**config.mk**
```make
export PLATFORM = sky130hd
export DESIGN_NAME = norm_iter_flat
export DESIGN_NICKNAME = d
export VERILOG_FILES = /design/src/rtl/norm_pkg.sv /design/src/rtl/norm_iter_if.sv /design/src/rtl/norm_step.sv /design/src/rtl/norm_iter.sv /design/src/flat_wrapper.sv
export SDC_FILE = /design/constraint.sdc
export NUM_CORES = 1
export LEC_CHECK = 0
export CORE_AREA = 2 2 113 115
export DETAILED_ROUTE_END_ITERATION = 6
export DIE_AREA = 0 0 115 117
export SYNTH_ARGS = -nofsm -noshare
export SYNTH_HDL_FRONTEND = slang
export SYNTH_SLANG_ARGS = --single-unit
```
**constraint.sdc**
```tcl
create_clock -name clk -period 6.3 [get_ports clk]
set_input_delay 0.63 -clock clk [delete_from_list [all_inputs] [get_ports clk]]
set_output_delay 0.63 -clock clk [all_outputs]
set_load 0.02 [all_outputs]
```
**src/rtl/norm_pkg.sv**
```systemverilog
// Shared constants, state encoding and helpers for the iterative left normalizer.
package norm_pkg;
    localparam int DW = 32;
    localparam int AW = 5;

    typedef enum logic [1:0] {
        IDLE = 2'b00,
        RUN  = 2'b01,
        DONE = 2'b10
    } state_t;

    // Search stage k shifts by 2^k; k counts 4 down to 0.
    function automatic logic [AW:0] step_width(input logic [2:0] k);
        case (k)
            3'd4:    step_width = 6'd16;
            3'd3:    step_width = 6'd8;
            3'd2:    step_width = 6'd4;
            3'd1:    step_width = 6'd2;
            default: step_width = 6'd1;
        endcase
    endfunction

    function automatic logic no_sig_bits(input logic [DW-1:0] d, input logic signed_mode);
        no_sig_bits = (d == '0) || (signed_mode && (d == '1));
    endfunction
endpackage

```
**src/rtl/norm_iter_if.sv**
```systemverilog
// Start/ready/done handshake and result bus of the normalizer.
interface norm_iter_if;
    import norm_pkg::*;

    logic          start;
    logic [DW-1:0] d;
    logic          signed_mode;
    logic          ready;
    logic          busy;
    logic          done;
    logic [AW-1:0] sa;
    logic [DW-1:0] sh;
    logic          zero;

    modport master (output start, d, signed_mode,
                    input  ready, busy, done, sa, sh, zero);
    modport slave  (input  start, d, signed_mode,
                    output ready, busy, done, sa, sh, zero);
endinterface

```
**src/rtl/norm_step.sv**
```systemverilog
// One binary-search stage: test the top 2^k bits (plus sign in signed mode) and shift if redundant.
module norm_step
    import norm_pkg::*;
(
    input  logic [DW-1:0] w,
    input  logic [2:0]    k,
    input  logic          signed_mode,
    output logic          hit,
    output logic [DW-1:0] w_next
);
    logic [AW:0]   n;
    logic [AW:0]   test_shift;
    logic [DW-1:0] x;

    always_comb begin
        n = step_width(k);
        // Folding the sign into x leaves x[DW-1]=0, so signed mode tests n bits below the sign.
        x = signed_mode ? (w ^ {DW{w[DW-1]}}) : w;
        test_shift = 6'(DW) - n - {5'd0, signed_mode};
        hit = ((x >> test_shift) == '0);
        w_next = hit ? (w << n) : w;
    end
endmodule

```
**src/rtl/norm_iter.sv**
```systemverilog
// Iterative normalizer: one search stage per cycle, 5 RUN cycles, one-cycle done pulse.
module norm_iter
    import norm_pkg::*;
(
    input  logic        clk,
    input  logic        clrn,
    norm_iter_if.slave  bus
);
    state_t        state, state_nxt;
    logic [2:0]    k;
    logic [DW-1:0] w;
    logic [AW-1:0] sa;
    logic          mode;
    logic          zero_pend;
    logic          zero;
    logic          done;
    logic          hit;
    logic [DW-1:0] w_next;
    logic          accept;

    norm_step u_step (
        .w           (w),
        .k           (k),
        .signed_mode (mode),
        .hit         (hit),
        .w_next      (w_next)
    );

    assign bus.ready = (state == IDLE) || (state == DONE);
    assign bus.busy  = (state == RUN);
    assign bus.done  = done;
    assign bus.sa    = sa;
    assign bus.sh    = w;
    assign bus.zero  = zero;
    assign accept    = bus.ready && bus.start;

    always_ff @(posedge clk or negedge clrn) begin
        if (!clrn) state <= IDLE;
        else       state <= state_nxt;
    end

    always_comb begin
        state_nxt = state;
        case (state)
            IDLE, DONE: if (bus.start) state_nxt = RUN;
            RUN:        if (k == 3'd0) state_nxt = DONE;
            default:    state_nxt = IDLE;
        endcase
    end

    always_ff @(posedge clk or negedge clrn) begin
        if (!clrn) begin
            k         <= '0;
            w         <= '0;
            sa        <= '0;
            mode      <= 1'b0;
            zero_pend <= 1'b0;
            zero      <= 1'b0;
            done      <= 1'b0;
        end else begin
            done <= (state == RUN) && (k == 3'd0);
            if (accept) begin
                w         <= bus.d;
                mode      <= bus.signed_mode;
                sa        <= '0;
                k         <= 3'd4;
                zero_pend <= no_sig_bits(bus.d, bus.signed_mode);
                zero      <= 1'b0;
            end else if (state == RUN) begin
                if (hit) begin
                    w  <= w_next;
                    sa <= sa | (AW'(1) << k);
                end
                if (k != 3'd0) k <= k - 3'd1;
                else           zero <= zero_pend;
            end
        end
    end
endmodule

```
**src/flat_wrapper.sv**
```systemverilog
// flat-port wrapper written by rule: the top's interface ports become plain ports
module norm_iter_flat import norm_pkg::*;
  (clk, clrn, bus_start, bus_d, bus_signed_mode, bus_ready, bus_busy, bus_done, bus_sa, bus_sh, bus_zero);
  norm_iter_if bus_i ();
  input  logic clk;
  input  logic clrn;
  input wire logic [$bits(bus_i.start)-1:0] bus_start;
  input wire logic [$bits(bus_i.d)-1:0] bus_d;
  input wire logic [$bits(bus_i.signed_mode)-1:0] bus_signed_mode;
  output wire logic [$bits(bus_i.ready)-1:0] bus_ready;
  output wire logic [$bits(bus_i.busy)-1:0] bus_busy;
  output wire logic [$bits(bus_i.done)-1:0] bus_done;
  output wire logic [$bits(bus_i.sa)-1:0] bus_sa;
  output wire logic [$bits(bus_i.sh)-1:0] bus_sh;
  output wire logic [$bits(bus_i.zero)-1:0] bus_zero;
  assign bus_i.start = bus_start;
  assign bus_i.d = bus_d;
  assign bus_i.signed_mode = bus_signed_mode;
  assign bus_ready = bus_i.ready;
  assign bus_busy = bus_i.busy;
  assign bus_done = bus_i.done;
  assign bus_sa = bus_i.sa;
  assign bus_sh = bus_i.sh;
  assign bus_zero = bus_i.zero;
  norm_iter u_core (.clk(clk), .clrn(clrn), .bus(bus_i));
endmodule
```
==> results.json, run 1 <==
{
  "track_usage": 0.261,
  "crit_fanout": 33,
  "wirelength_um": 17700,
  "wire_per_inst_um": 22.0,
  "synth_edf_count": 0,
  "syn_avg_cell_area_sq_um": 7.54,
  "ff2ff_path_depth": 16,
  "htreeDepth": 2,
  "max_slew.worst_pin.slew_ns": 1.14,
  "r2r_start": "u_core.k[0]",
  "period_needed_ns": 4.82,
  "netlist_area_sq_um": 4670,
  "start_util": 0.379,
  "async_flop_share": 1.00,
  "clk_pin_slew_ns": 0.07,
  "ys.warnings.count": 0,
  "yosys_register_bits": 46,
  "final_util": 0.452,
  "drt_iter0_markers": 574,
  "drc_errors": 0,
  "syn_nets": 666,
  "syn2layout_area_growth_pct": 19.0,
  "grt_pass1_wl_um": 27000,
  "end_kind": "flop",
  "portBuffers": 76,
  "antenna_cells": 0,
  "r2r-end": "u_core.bus.sh[27]",
  "ctsResizeCount": 0,
  "ys.flop_type": "dfrtp_1",
  "root_buffer": "clkbuf_16",
  "drv_cap": 0,
  "finalCritPeriodShare": 0.765,
  "grt_pass1_vias": 4786,
  "finalSetupViolCount": 0,
  "hold-worst-slack_ns": 0.477,
  "synthCells": 620,
  "synth_seq_area_share": 0.246,
  "die_x_um": 115,
  "cp-start-kind": "flop",
  "layout.nets": 700,
  "ys_types": 57,
  "hold_viol": 0,
  "hpwl_um": 12700,
  "gp_congestion": 0.909,
  "layout-drive-gt1-share": 0.0550,
  "dieArea_sq_um": 13500,
  "layout_commonest_cell": "nand2_1",
  "holdPathStages": 1,
  "status": "completed",
  "clkSinkCount": 46,
  "grt_max_degree": 59,
  "post_cts_buffers": 0,
  "hold_end": "u_core.state[1]",
  "placementRows": 41,
  "cts_buffer_depth": 2,
  "clk_latency_ns": 0.30,
  "rrSetupSlack_ns": 1.48,
  "hold_path_class": "flop to flop",
  "relSlewSlack": 0.241,
  "arrival_ns": 4.97,
  "overflow": 0,
  "fmax_mhz": 207,
  "die-height_um": 117,
  "setup_tns_ns": 0,
  "core_area_sq_um": 12300,
  "tritoncts": "built",
  "drtPass1Iterations": 5,
  "antenna_left": 0,
  "report.final.slew_viol_count": 0,
  "worstHoldStart": "u_core.state[1]",
  "final_cell_mix": "nand2_1, clkdlybuf4s50_1, nor2_1, mux2i_1, dfrtp_1",
  "vias": 5102,
  "vias_per_cell": 6.35,
  "io_pins": 77,
  "antenna_found_initial": 0,
  "fin_worst_skew_ns": 0.00393,
  "worstSetupPathType": "flop to flop",
  "rsz0062_at_grt": "false",
  "ctsHoldBuffers": 0,
  "crit_required_ns": 6.45,
  "cts_buffers": 5
}
[critical path, stage by stage, from the launching register on]
cell	delay [ns]
dfrtp_1	0.38
inv_1	0.12
ha_1	0.20
nor2b_2	0.15
buf_4	0.23
inv_1	0.11
nand3_1	0.17
ha_1	0.43
buf_4	0.34
mux4_2	0.55
xor2_1	0.16
nor3b_1	0.15
a32o_1	0.24
a2111o_1	0.40
and4_4	0.34
nor2_2	0.48
a221oi_1	0.18
[worst max path at each step]
stage / from / slack, ns / end
floorplan: u_core.k[0] / 2.14 / u_core.bus.sh[20]
global placement: u_core.k[0] / 1.70 / u_core.bus.sh[27]
detailed placement: u_core.k[0] / 1.55 / u_core.bus.sh[27]
CTS: u_core.k[0] / 1.53 / u_core.bus.sh[27]
global route: u_core.k[0] / 1.21 / u_core.bus.sh[23]
finish: u_core.k[0] / 1.48 / u_core.bus.sh[27]
[flip-flops by register name, summed over array words and instances (netlist names)]
name / flops
u_core.state: 2
u_core.mode: 1
u_core.zero_pend: 1
u_core.bus.zero: 1
u_core.bus.sh: 32
u_core.k: 3
u_core.bus.sa: 5
u_core.bus.done: 1
[metal layers]
metal | share of wire | track usage | up-vias | wire [um]
li1 | - | - | 2349 | -
met2 | 0.46 | 0.424 | 273 | 8090
met3 | 0.083 | 0.0402 | 44 | 1460
met1 | 0.43 | 0.352 | 2436 | 7570
met5 | 0 | 0 | - | 0
met4 | 0.032 | 0.100 | 0 | 569
[metrics by stage]
stage	cell area, sq um	instances	worst slack (ns)
after floorplan	4670	620	2.14
after global placement	5420	797	1.70
after detailed placement	5420	797	1.55
after CTS	5560	804	1.53
after global routing	5560	804	1.21
final	5560	804	1.48
[cell type report]
type	instances	area, sq um
flip-flops and latches	46	1150
multi-input cells	502	3200
clock buffers	5	125
fillers	1228	6750
repair buffers	87	838
clock inverters	2	15.0
well taps	150	188
inverters	12	45.0
[logic make-up after synthesis]
kind of cell | count (synthesis) | share of synthesized area
and+or+nand+nor | 239 | 0.231
DFF | 46 | 0.246
adders and majority gates | 10 | 0.0268
AOI/OAI and AO/OA | 177 | 0.252
muxes | 72 | 0.167
xor gates and xnor gates | 4 | 0.00750
buffers and inverters | 72 | 0.0702
[synth_stat cells (all sizes together), types with 10 or more instances]
| library cell | count | share of area |
|---|---|---|
| dfrtp | 46 | 0.25 |
| ha | 10 | 0.027 |
| nand4 | 13 | 0.017 |
| a21oi | 43 | 0.046 |
| and3 | 12 | 0.016 |
| nand2 | 93 | 0.075 |
| mux2i | 61 | 0.13 |
| a31oi | 33 | 0.044 |
| o21ai | 22 | 0.024 |
| nor2 | 70 | 0.057 |
| clkbuf | 40 | 0.032 |
| nor4 | 10 | 0.013 |
| a21o | 10 | 0.016 |
| inv | 10 | 0.0080 |
| nand3 | 16 | 0.017 |
| buf | 20 | 0.028 |
Power of run 1 is not shown: default switching activity piles up to over one toggle a cycle in this logic, so the estimate is an artifact.
==> run 2, diff against run 1 <==
==> constraint.sdc (replaced) <==
create_clock -name clk -period 4 [get_ports clk]
set_input_delay 0.4 -clock clk [delete_from_list [all_inputs] [get_ports clk]]
set_output_delay 0.4 -clock clk [all_outputs]
set_load 0.02 [all_outputs]
==> run 2 against run 1 <==
  * Non-clock buffer count up 50
  * Global-route usage increased by 0.30 points
  * Setup slack worse by 1.4 ns
  * Critical path type unchanged
==> results.json, run 2 (synthesis results as in run 1) <==
{
  "status": "completed",
  "clk_latency_ns": 0.30,
  "cts_buffer_depth": 2,
  "worstSetupPathType": "flop to flop",
  "fin_worst_skew_ns": 0.00628,
  "multi_input_area_sq_um": 3330,
  "arrival_ns": 4.09,
  "die-height_um": 117,
  "antenna_found_initial": 0,
  "htreeDepth": 2,
  "report.final.slew_viol_count": 0,
  "ctsHoldBuffers": 0,
  "start_util": 0.379,
  "fmax_mhz": 256,
  "pre_cts_ws_ns": 0.00250,
  "core_area_sq_um": 12300,
  "syn2layout_area_growth_pct": 31.8,
  "wirelength_um": 18100,
  "max_slew.worst_pin.slew_ns": 1.06,
  "cts_buffers": 5,
  "fillCellCount": 1189,
  "vias": 5399,
  "r2r-end": "u_core.bus.sh[21]",
  "grt-busiest-layer": "met2",
  "met1_usage": 0.354,
  "crit_required_ns": 4.18,
  "portBuffers": 76,
  "root_buffer": "clkbuf_16",
  "layout_commonest_cell": "nand2_1",
  "critPathSlowestCell": "mux4_2",
  "grt_pass1_vias": 5051,
  "track_usage": 0.264,
  "final_util": 0.500,
  "finalCritPeriodShare": 0.977,
  "setup_tns_ns": 0,
  "critPathBufInv": 3,
  "r2r_start": "u_core.k[0]",
  "antenna_cells": 0,
  "tritoncts": "built",
  "crit_fanout": 8,
  "drt_iter0_markers": 595,
  "setup_slack_ns": 0.0929,
  "hold_viol": 0,
  "seqCellArea_sq_um": 1150,
  "placementRows": 41,
  "vias_per_cell": 6.31,
  "met2_usage": 0.426,
  "critical_path.cell_chain": "inv_2 > ha_2 > mux2i_4 > nand3_4 > ha_4 > buf_12 > mux4_2 > xor2_1 > nor3b_2 > a32o_2 > a2111o_1 > and4_4 > buf_6 > o21a_1 > a221o_1",
  "rrSetupSlack_ns": 0.09,
  "drc_errors": 0,
  "relSlewSlack": 0.290,
  "cp-start-kind": "flop",
  "gp_congestion": 0.922,
  "io_pins": 77,
  "hpwl_um": 12800,
  "drv_cap": 0,
  "cpPeakStageDelay_ns": 0.51,
  "antenna_left": 0,
  "grt_pass1_wl_um": 27600,
  "ff2ff_path_depth": 15,
  "clkSinkCount": 46,
  "grt_max_degree": 58,
  "use_met3": 0.0396,
  "wire_per_inst_um": 21.1,
  "layout.nets": 751,
  "drtPass1Iterations": 5,
  "end_kind": "flop",
  "critPathTopFamily": "compound AO/OA/AOI/OAI gates",
  "final_cell_mix": "nand2_1, clkdlybuf4s50_1, nor2_1, mux2i_1, buf_4",
  "die_x_um": 115,
  "largest_reg_flops": 32,
  "overflow": 0,
  "layout-drive-gt1-share": 0.153,
  "clk_pin_slew_ns": 0.07,
  "hold_path_class": "primary input to async pin",
  "finalSetupViolCount": 0,
  "period_needed_ns": 3.91,
  "dieArea_sq_um": 13500
}
run 2: what timing repair did:
| action | 4_1_cts | 5_1_grt |
|---|---|---|
| resized for setup | 1 | 30 |
| pin swaps | 0 | 7 |
| endpoints found under the hold margin | 0 | 0 |
| setup endpoints to repair | 10 | 34 |
| gates cloned | 0 | 2 |
| setup buffers | 0 | 15 |
run 2: how the worst max path moves through the flow:
stage	start	endpoint	cells past startpoint
after detailed placement	u_core.k[0]	u_core.bus.sh[3]	15
after global placement	u_core.k[0]	u_core.bus.sh[21]	15
after global routing	u_core.k[1]	u_core.bus.sh[3]	18
after floorplan	u_core.k[0]	u_core.bus.sh[20]	17
after CTS	u_core.k[0]	u_core.bus.sh[19]	15
final	u_core.k[0]	u_core.bus.sh[21]	15
run 2: metrics by stage:
step / std cells / hold slack [ns] / instance area, sq um
2_1_floorplan: 620 / 0.104 / 4690
3_3_place_gp: 831 / 0.452 / 5730
3_5_place_dp: 831 / 0.476 / 5730
4_1_cts: 839 / 0.323 / 5900
5_1_grt: 856 / 0.379 / 6160
6_report: 856 / 0.295 / 6160
run 2: area by class of cell:
class,count,share of cell area
clock inverter,3,0.00732
timing repair buffer,137,0.207
inverter,12,0.00732
sequential,46,0.187
multi-input combinational,503,0.540
clock buffer,5,0.0203
tap,150,0.0305
run 2: routing by layer:
layer | wire length [um] | part of all wire
met3 | 1400 | 0.077
met4 | 569 | 0.032
met5 | 0 | 0
met2 | 8410 | 0.47
met1 | 7680 | 0.43
Power of run 2 is left out for the same reason.
